<file path="src/rtl/inst_mem_loader.sv">
// inst_mem_loader: boot loader that streams a counted, big-endian word image into
// instruction memory and holds the processor until the final word is committed.
module inst_mem_loader #(
    parameter int ADDR_WIDTH = 10,
    parameter int DATA_WIDTH = 32
) (
    input  logic                  clock,
    input  logic                  reset_n,
    input  logic [7:0]            in_data,
    input  logic                  in_valid,
    output logic                  in_ready,
    input  logic                  start,
    output logic                  mem_we,
    output logic [ADDR_WIDTH-1:0] mem_addr,
    output logic [DATA_WIDTH-1:0] mem_wdata,
    output logic                  cpu_hold,
    output logic                  done,
    output logic                  overflow,
    output logic [15:0]           words_loaded
);
    localparam logic [16:0] DEPTH = 17'd1 << ADDR_WIDTH;

    typedef enum logic [2:0] {HDR_HI, HDR_LO, DATA, FLUSH, DONE} state_t;

    state_t      state;
    logic [1:0]  lane;
    logic [15:0] idx;
    logic [15:0] count;
    logic [23:0] shift;
    logic        accept;

    assign in_ready = (state == HDR_HI) || (state == HDR_LO) || (state == DATA);
    assign cpu_hold = state != DONE;
    assign done     = state == DONE;
    assign accept   = in_valid && in_ready;

    always_ff @(posedge clock or negedge reset_n) begin
        if (!reset_n) begin
            state        <= HDR_HI;
            lane         <= 2'd0;
            idx          <= 16'd0;
            count        <= 16'd0;
            shift        <= 24'd0;
            mem_we       <= 1'b0;
            mem_addr     <= '0;
            mem_wdata    <= '0;
            overflow     <= 1'b0;
            words_loaded <= 16'd0;
        end else begin
            mem_we <= 1'b0;
            case (state)
                HDR_HI: if (accept) begin
                    count[15:8] <= in_data;
                    state       <= HDR_LO;
                end
                HDR_LO: if (accept) begin
                    count[7:0] <= in_data;
                    overflow   <= {1'b0, count[15:8], in_data} > DEPTH;
                    state      <= ({count[15:8], in_data} == 16'd0) ? DONE : DATA;
                end
                DATA: if (accept) begin
                    lane  <= lane + 2'd1;
                    shift <= {shift[15:0], in_data};
                    if (lane == 2'd3) begin
                        // words past the memory end are consumed but never written
                        if ({1'b0, idx} < DEPTH) begin
                            mem_we       <= 1'b1;
                            mem_addr     <= idx[ADDR_WIDTH-1:0];
                            mem_wdata    <= {shift, in_data};
                            words_loaded <= words_loaded + 16'd1;
                        end
                        idx <= idx + 16'd1;
                        if (idx == count - 16'd1)
                            state <= FLUSH;
                    end
                end
                FLUSH: state <= DONE;
                DONE: if (start) begin
                    state        <= HDR_HI;
                    lane         <= 2'd0;
                    idx          <= 16'd0;
                    overflow     <= 1'b0;
                    words_loaded <= 16'd0;
                end
                default: state <= HDR_HI;
            endcase
        end
    end
endmodule

</file>
<file path="config.mk">
export PLATFORM = sky130hd
export DESIGN_NAME = inst_mem_loader
export DESIGN_NICKNAME = d
export VERILOG_FILES = /design/src/rtl/inst_mem_loader.sv
export SDC_FILE = /design/constraint.sdc
export NUM_CORES = 1
export LEC_CHECK = 0
export CAP_MARGIN = 20
export CELL_PAD_IN_SITES_DETAIL_PLACEMENT = 1
export CELL_PAD_IN_SITES_GLOBAL_PLACEMENT = 2
export CORE_MARGIN = 10
export CORE_UTILIZATION = 40
export DETAILED_ROUTE_END_ITERATION = 7
export PLACE_DENSITY = 0.95
export SYNTH_ARGS = -nofsm -noshare
export SYNTH_HDL_FRONTEND = slang
export SYNTH_SLANG_ARGS = --single-unit
export TNS_END_PERCENT = 10
</file>
<file path="constraint.sdc">
create_clock -name clock -period 5.55 [get_ports clock]
set_input_delay 0.555 -clock clock [delete_from_list [all_inputs] [get_ports clock]]
set_output_delay 0.555 -clock clock [all_outputs]
set_load 0.005 [all_outputs]
</file>
Word level (Yosys, flattened, before mapping)
Index checks and enable logic that the tools add are counted.
{"block": "classes", "add_sub_neg": 4, "magnitude_cmp": 2, "n_eq_ne": 14, "mux": 26, "reduce_logical": 16}
{"operator": "$mux 16", "count": 6}
{"operator": "$pmux 16 s2", "count": 2}
{"operator": "$add 16x1->16 const B", "count": 2}
{"operator": "$mux 3", "count": 7}
{"operator": "$eq 16x16->1", "count": 1}
{"operator": "$gt 16x11->1 const B", "count": 1}
{"operator": "$logic_not 16->1", "count": 1}
{"operator": "$lt 16x11->1 const B", "count": 1}
{"operator": "$sub 16x1->16 const B", "count": 1}
{"operator": "$pmux 3 s5", "count": 1}
{"operator": "$ne 2x2->1 const B", "count": 4}
{"operator": "$reduce_and 4->1", "count": 2}
{"operator": "$eq 3x2->1 const B", "count": 2}
{"operator": "$mux 1", "count": 6}
{"operator": "$ne 2x1->1 const B", "count": 3}
{"operator": "$reduce_and 2->1", "count": 3}
{"operator": "$reduce_and 3->1", "count": 2}
{"operator": "$reduce_and 6->1", "count": 1}
{"operator": "$reduce_and 5->1", "count": 1}
{"operator": "$mux 2", "count": 2}
{"operator": "$pmux 2 s2", "count": 1}
{"operator": "$reduce_bool 2->1", "count": 2}
{"operator": "$eq 3x1->1 const B", "count": 1}
{"operator": "$eq 3x3->1 const B", "count": 1}
{"operator": "7 further kinds", "count": 8}
{"block": "totals", "regBits": 121, "in_bits": 12, "elab_cells": 73}

Longest topological paths before layout
{"block": "depth", "depth_word": 6, "mapped_depth": 8, "depth_no_buf": 8}

Worst setup path after synthesis
OpenSTA, ideal clock, no wires.
{"block": "synth_timing", "path_kind": "input port to flip-flop", "start": "input port in_valid", "end": "register shift[18]", "setup_time_ns": 0.125, "t_arrival_ns": 2.073, "path_slack_ns": 3.353, "stages": 5, "n_path_buf": 3, "cell_sequence": "clkbuf_1 and4bb_2 clkbuf_1 buf_1 mux2_2"}
{"block": "synth_via", "elab_chain_cells": 2}
{"item": "from (decl)", "line": "10", "text": "input logic in_valid,"}
{"item": "$logic_and 1x1->1", "line": "35", "text": "assign accept = in_valid && in_ready;"}
{"item": "$reduce_and 2->1 (no source line)"}
{"item": "to (signal assigned)", "line": "63", "text": "shift <= {shift[15:0], in_data};"}
{"item": "to (decl)", "line": "29", "text": "logic [23:0] shift;"}
No other way between the ends.
A chain may end at the register's enable or synchronous reset.

Final worst setup path
{"block": "layout_timing", "start": "input port in_valid", "end": "register idx[13]"}
{"block": "layout_via", "elab_chain_cells": 3}
{"item": "$logic_and 1x1->1", "line": "35"}
{"item": "$ne 2x2->1 (no source line)"}
{"item": "$reduce_and 4->1 (no source line)"}
{"item": "to (signal assigned)", "line": "72", "text": "idx <= idx + 16'd1;"}
{"item": "to (decl)", "line": "27", "text": "logic [15:0] idx;"}
No other way between the ends.

==> Flow_metrics.wiki <==
{| class="wikitable"
! Metric !! Value
|-
| Complex-gate fraction of the synthesized area || 6.10%
|-
| Largest stage delay, worst path || 0.81 ns
|-
| Gr usage total || 15.8%
|-
| Die Outline Area || 0.0192 mm^2
|-
| Cts bufs inserted || 17
|-
| Global-route wire length before repair || 24.5 mm
|-
| Largest net degree at the start of global routing || 77
|-
| Clock tree root driver cell || sky130_fd_sc_hd__clkbuf_16
|-
| Clock slew at reported path FFs || 0.06 ns
|-
| Min Tclk post-route || 3.08 ns
|-
| Distinct cell type count of the synthesized netlist || 50
|-
| Initial antenna violation count || 0
|-
| Number of buffer cells added on primary ports || 74
|-
| Per-instance average area after synthesis || 11.7 um^2
|-
| Crit-path cells || clkdlybuf4s50_1, and4bb_2, a21oi_1, nor4_1, nand3_1, xor2_1, nor2_1
|-
| Critical Path Source Type || primary input
|-
| Sequential area share after synthesis || 53.9%
|-
| Layout Cells excl Fill || 745
|-
| Count of maximum capacitance violations || 0
|-
| Max clock buf depth || 2
|-
| Fmax || 325 MHz
|-
| XOR/XNOR share of the synthesized area || 6.08%
|-
| Overall die width || 139 um
|-
| Number of clock sinks || 121
|-
| Via count of the routed design || 4016
|-
| Final Hold Fails || 0
|-
| Detailed Route WL || 15.0 mm
|-
| Maximum resistive drop on vdd || 368 uV
|-
| CP Data Arrival Time || 3.37 ns
|-
| Dominant synthesized flop cell || sky130_fd_sc_hd__dfrtp_1
|-
| Clock tree from TritonCTS || done
|-
| Floorplan row count || 43
|-
| DP Wirelength || 10.1 mm
|-
| Initial drt markers || 201
|-
| Signed area change from the synthesized netlist to the final layout || 27.4%
|-
| Power density normalized to cell area || 538 mW/mm^2
|-
| GR Overflow Total || 0
|-
| Outcome || finished clean
|-
| Diodes inserted || 0
|-
| Clock skew after layout || 0.00856 ns
|-
| Cell with the biggest individual delay on the critical path || sky130_fd_sc_hd__and4bb_2
|-
| Synth Instances || 480
|-
| RSZ-0062 raised after global routing || no
|-
| Routed wire length per instance || 20.1 um
|-
| Post-Synthesis Net Count || 496
|-
| Layout net count || 568
|-
| Total of endpoints with negative setup slack in the final report || 0
|-
| IO Count || 75
|-
| Post-detailed-route via-to-cell ratio || 5.39
|-
| Finished Cell Area || 0.00716 mm^2
|-
| Area of the placeable core || 0.0138 mm^2
|-
| Synth async-reset ratio || 100%
|-
| Synthesized-area fraction occupied by and/or/nand/nor cells || 14.0%
|-
| Fraction of layout instances using a drive strength above 1 || 22.5%
|-
| Number of setup buffers added after CTS || 0
|-
| Class of the most critical setup path || primary input to flop
|-
| DRC violations left || 0
|-
| Y dimension of the die || 139 um
|-
| Worst relative slew slack || 32.6%
|-
| Category of the worst setup path capture point || flop
|-
| Total power || 3850 uW
|-
| Clock latency on the worst-skew pair || 0.43 ns
|-
| Ys Warns || 0
|-
| Post-cts gate resize count || 0
|-
| Cells after DPL || 713
|-
| Detail Route Antenna Nets || 0
|-
| Placed inst area || 0.00650 mm^2
|-
| Number of synthesized register bits || 121
|-
| Ratio of final minimum period to clock period || 55.5%
|-
| Pins Over Slew Limit || 0
|-
| Vias in the first global route || 4464
|-
| Number of buffers inserted by hold repair at cts || 0
|-
| Main combinational cell family by area after synthesis || multiplexers
|-
| Required @ worst endpoint || 5.84 ns
|-
| Router iterations before antenna repair || 4
|-
| Setup TNS || 0 ns
|-
| Leakage power summed over all cells || 0.00304 uW
|-
| Worst-path maximum fanout || 31
|-
| Type of the tightest min-delay check || primary input to asynchronous set/reset pin
|-
| Synth Cell Area || 0.00562 mm^2
|-
| # H-tree levels || 4
|-
| Starting density of the core || 40.7%
|-
| Multiplexer share of the synthesized area || 15.8%
|-
| Routability congestion estimate from global placement || 0.816
|-
| Adder-cell share of the synthesized area || 0.890%
|-
| Worst Max-Slew Pin Slew || 1.01 ns
|-
| Number of enable-type register cells in the synthesized netlist || 0
|-
| Final Hold Slack || 0.273 ns
|}
==> synthesized netlist by cell type, drive strengths merged, types with 2 or more instances <==
cell | number | area share [%]
dfrtp | 121 | 54
mux2 | 79 | 16
nor2 | 38 | 2.5
nand2 | 20 | 1.3
o21ai | 20 | 1.8
xor2 | 20 | 3.1
xnor2 | 19 | 3.0
nand3 | 18 | 1.6
clkbuf | 17 | 1.4
a21oi | 15 | 1.3
inv | 13 | 0.87
nor4 | 12 | 1.7
nor3 | 10 | 0.89
buf | 8 | 1.0
nand4 | 8 | 0.89
or3 | 8 | 0.89
a211oi | 4 | 0.53
and3 | 4 | 0.45
ha | 4 | 0.89
nand2b | 4 | 0.45
nand3b | 4 | 0.53
a211o | 3 | 0.47
o211ai | 3 | 0.40
o22ai | 3 | 0.33
or4 | 3 | 0.47
and2 | 2 | 0.22
and4 | 2 | 0.31
nor3b | 2 | 0.36
nor4b | 2 | 0.42
nor4bb | 2 | 0.36
o31ai | 2 | 0.36
==> path summary, 6_finish.rpt <==
| check | endpoint | startpoint | cells after the start | slack [ns] |
|---|---|---|---|---|
| min in group clock | lane[0]$_DFFE_PN0P_ | lane[0]$_DFFE_PN0P_ | 1 | 0.49 |
| hold reg to reg | lane[0]$_DFFE_PN0P_ | lane[0]$_DFFE_PN0P_ | 1 | 0.49 |
| setup / recovery | idx[13]$_DFFE_PN0P_ | in_valid | 7 | 2.47 |
| setup reg to reg | idx[13]$_DFFE_PN0P_ | state[0]$_DFFE_PN0P_ | 6 | 2.57 |
| max in group asynchronous | mem_wdata[8]$_DFFE_PN0P_ | reset_n | 2 | 4.11 |
| hold / removal | mem_wdata[20]$_DFFE_PN0P_ | reset_n | 1 | 0.27 |
==> critical path: cells and delay by family <==
family | cells | cell delay [ns]
XOR/XNOR | 1 | 0.16
buffers and inverters | 1 | 0.62
AO/OA/AOI/OAI | 1 | 0.36
AND/OR/NAND/NOR | 4 | 1.66
==> sequential cells by signal (all words and copies together) (netlist names) <==
| name | count |
|---|---|
| words_loaded | 16 |
| state | 3 |
| mem_addr | 10 |
| count | 16 |
| mem_we | 1 |
| shift | 24 |
| lane | 2 |
| mem_wdata | 32 |
| idx | 16 |
| overflow | 1 |
==> placed cells by master (no fill, tap or decap), types with 2 or more instances in the layout <==
cell type                         count
sky130_fd_sc_hd__bufinv_16            4
sky130_fd_sc_hd__nand3_1             17
sky130_fd_sc_hd__a21oi_1             15
sky130_fd_sc_hd__and4_1               2
sky130_fd_sc_hd__nand2_1             20
sky130_fd_sc_hd__o211ai_1             3
sky130_fd_sc_hd__clkdlybuf4s50_1     73
sky130_fd_sc_hd__buf_4                5
sky130_fd_sc_hd__xnor2_1             19
sky130_fd_sc_hd__a211o_1              3
sky130_fd_sc_hd__clkinv_4             3
sky130_fd_sc_hd__nor4_2               3
sky130_fd_sc_hd__ha_1                 4
sky130_fd_sc_hd__mux2_2              79
sky130_fd_sc_hd__clkbuf_8             5
sky130_fd_sc_hd__nand3b_1             4
sky130_fd_sc_hd__o22ai_1              3
sky130_fd_sc_hd__dfrtp_1            121
sky130_fd_sc_hd__o21ai_0             20
sky130_fd_sc_hd__and3_1               4
sky130_fd_sc_hd__nor4_1               9
sky130_fd_sc_hd__clkbuf_16           17
sky130_fd_sc_hd__a211oi_1             4
sky130_fd_sc_hd__and2_1               2
sky130_fd_sc_hd__nor3_1              10
sky130_fd_sc_hd__nand2b_1             4
sky130_fd_sc_hd__nand4_1              8
sky130_fd_sc_hd__or3_1                8
sky130_fd_sc_hd__xor2_1              20
sky130_fd_sc_hd__inv_1               13
sky130_fd_sc_hd__nor2_1              38
sky130_fd_sc_hd__clkinvlp_4           2
sky130_fd_sc_hd__or4_1                2
==> layer usage <==
metal,vias to the layer above,routed length [um],share of wire [%],track usage [%]
met3,25,826,5.5,5.48
li1,1841,-,-,-
met2,84,7780,52,27.3
met4,0,238,1.6,5.94
met1,2066,6140,41,17.6
met5,-,0,0,0
==> area by class of cell <==
class | instances | area (um^2)
multi-input cells | 321 | 2430
clock inverters | 9 | 161
well taps | 180 | 225
fillers | 1430 | 6670
flip-flops and latches | 121 | 3030
inverters | 13 | 48.8
repair buffers | 78 | 768
clock buffers | 23 | 498
==> power breakdown <==
| group | internal [uW] | switching (uW) |
|---|---|---|
| registers | 1180 | 322 |
| logic | 648 | 488 |
| clock network | 813 | 398 |
==> stage by stage <==
step           util (%)  setup WS, ns
2_1_floorplan         -          3.35
3_3_place_gp       47.0          2.21
3_5_place_dp       47.0          2.10
4_1_cts            51.8          2.51
5_1_grt            51.8          2.11
6_report           51.8          2.47
==> cell families (layout without fill, tap and decap cells) <==
family                   count (synthesis)  in the layout
AO/OA/AOI/OAI                           56             56
XOR/XNOR                                39             39
adder cells (fa/ha/maj)                  4              4
buffers and inverters                   38            123
flip-flops                             121            121
multiplexers                            79             79
AND/OR/NAND/NOR                        143            143
No activity file was read; power rests on OpenSTA's default activity.
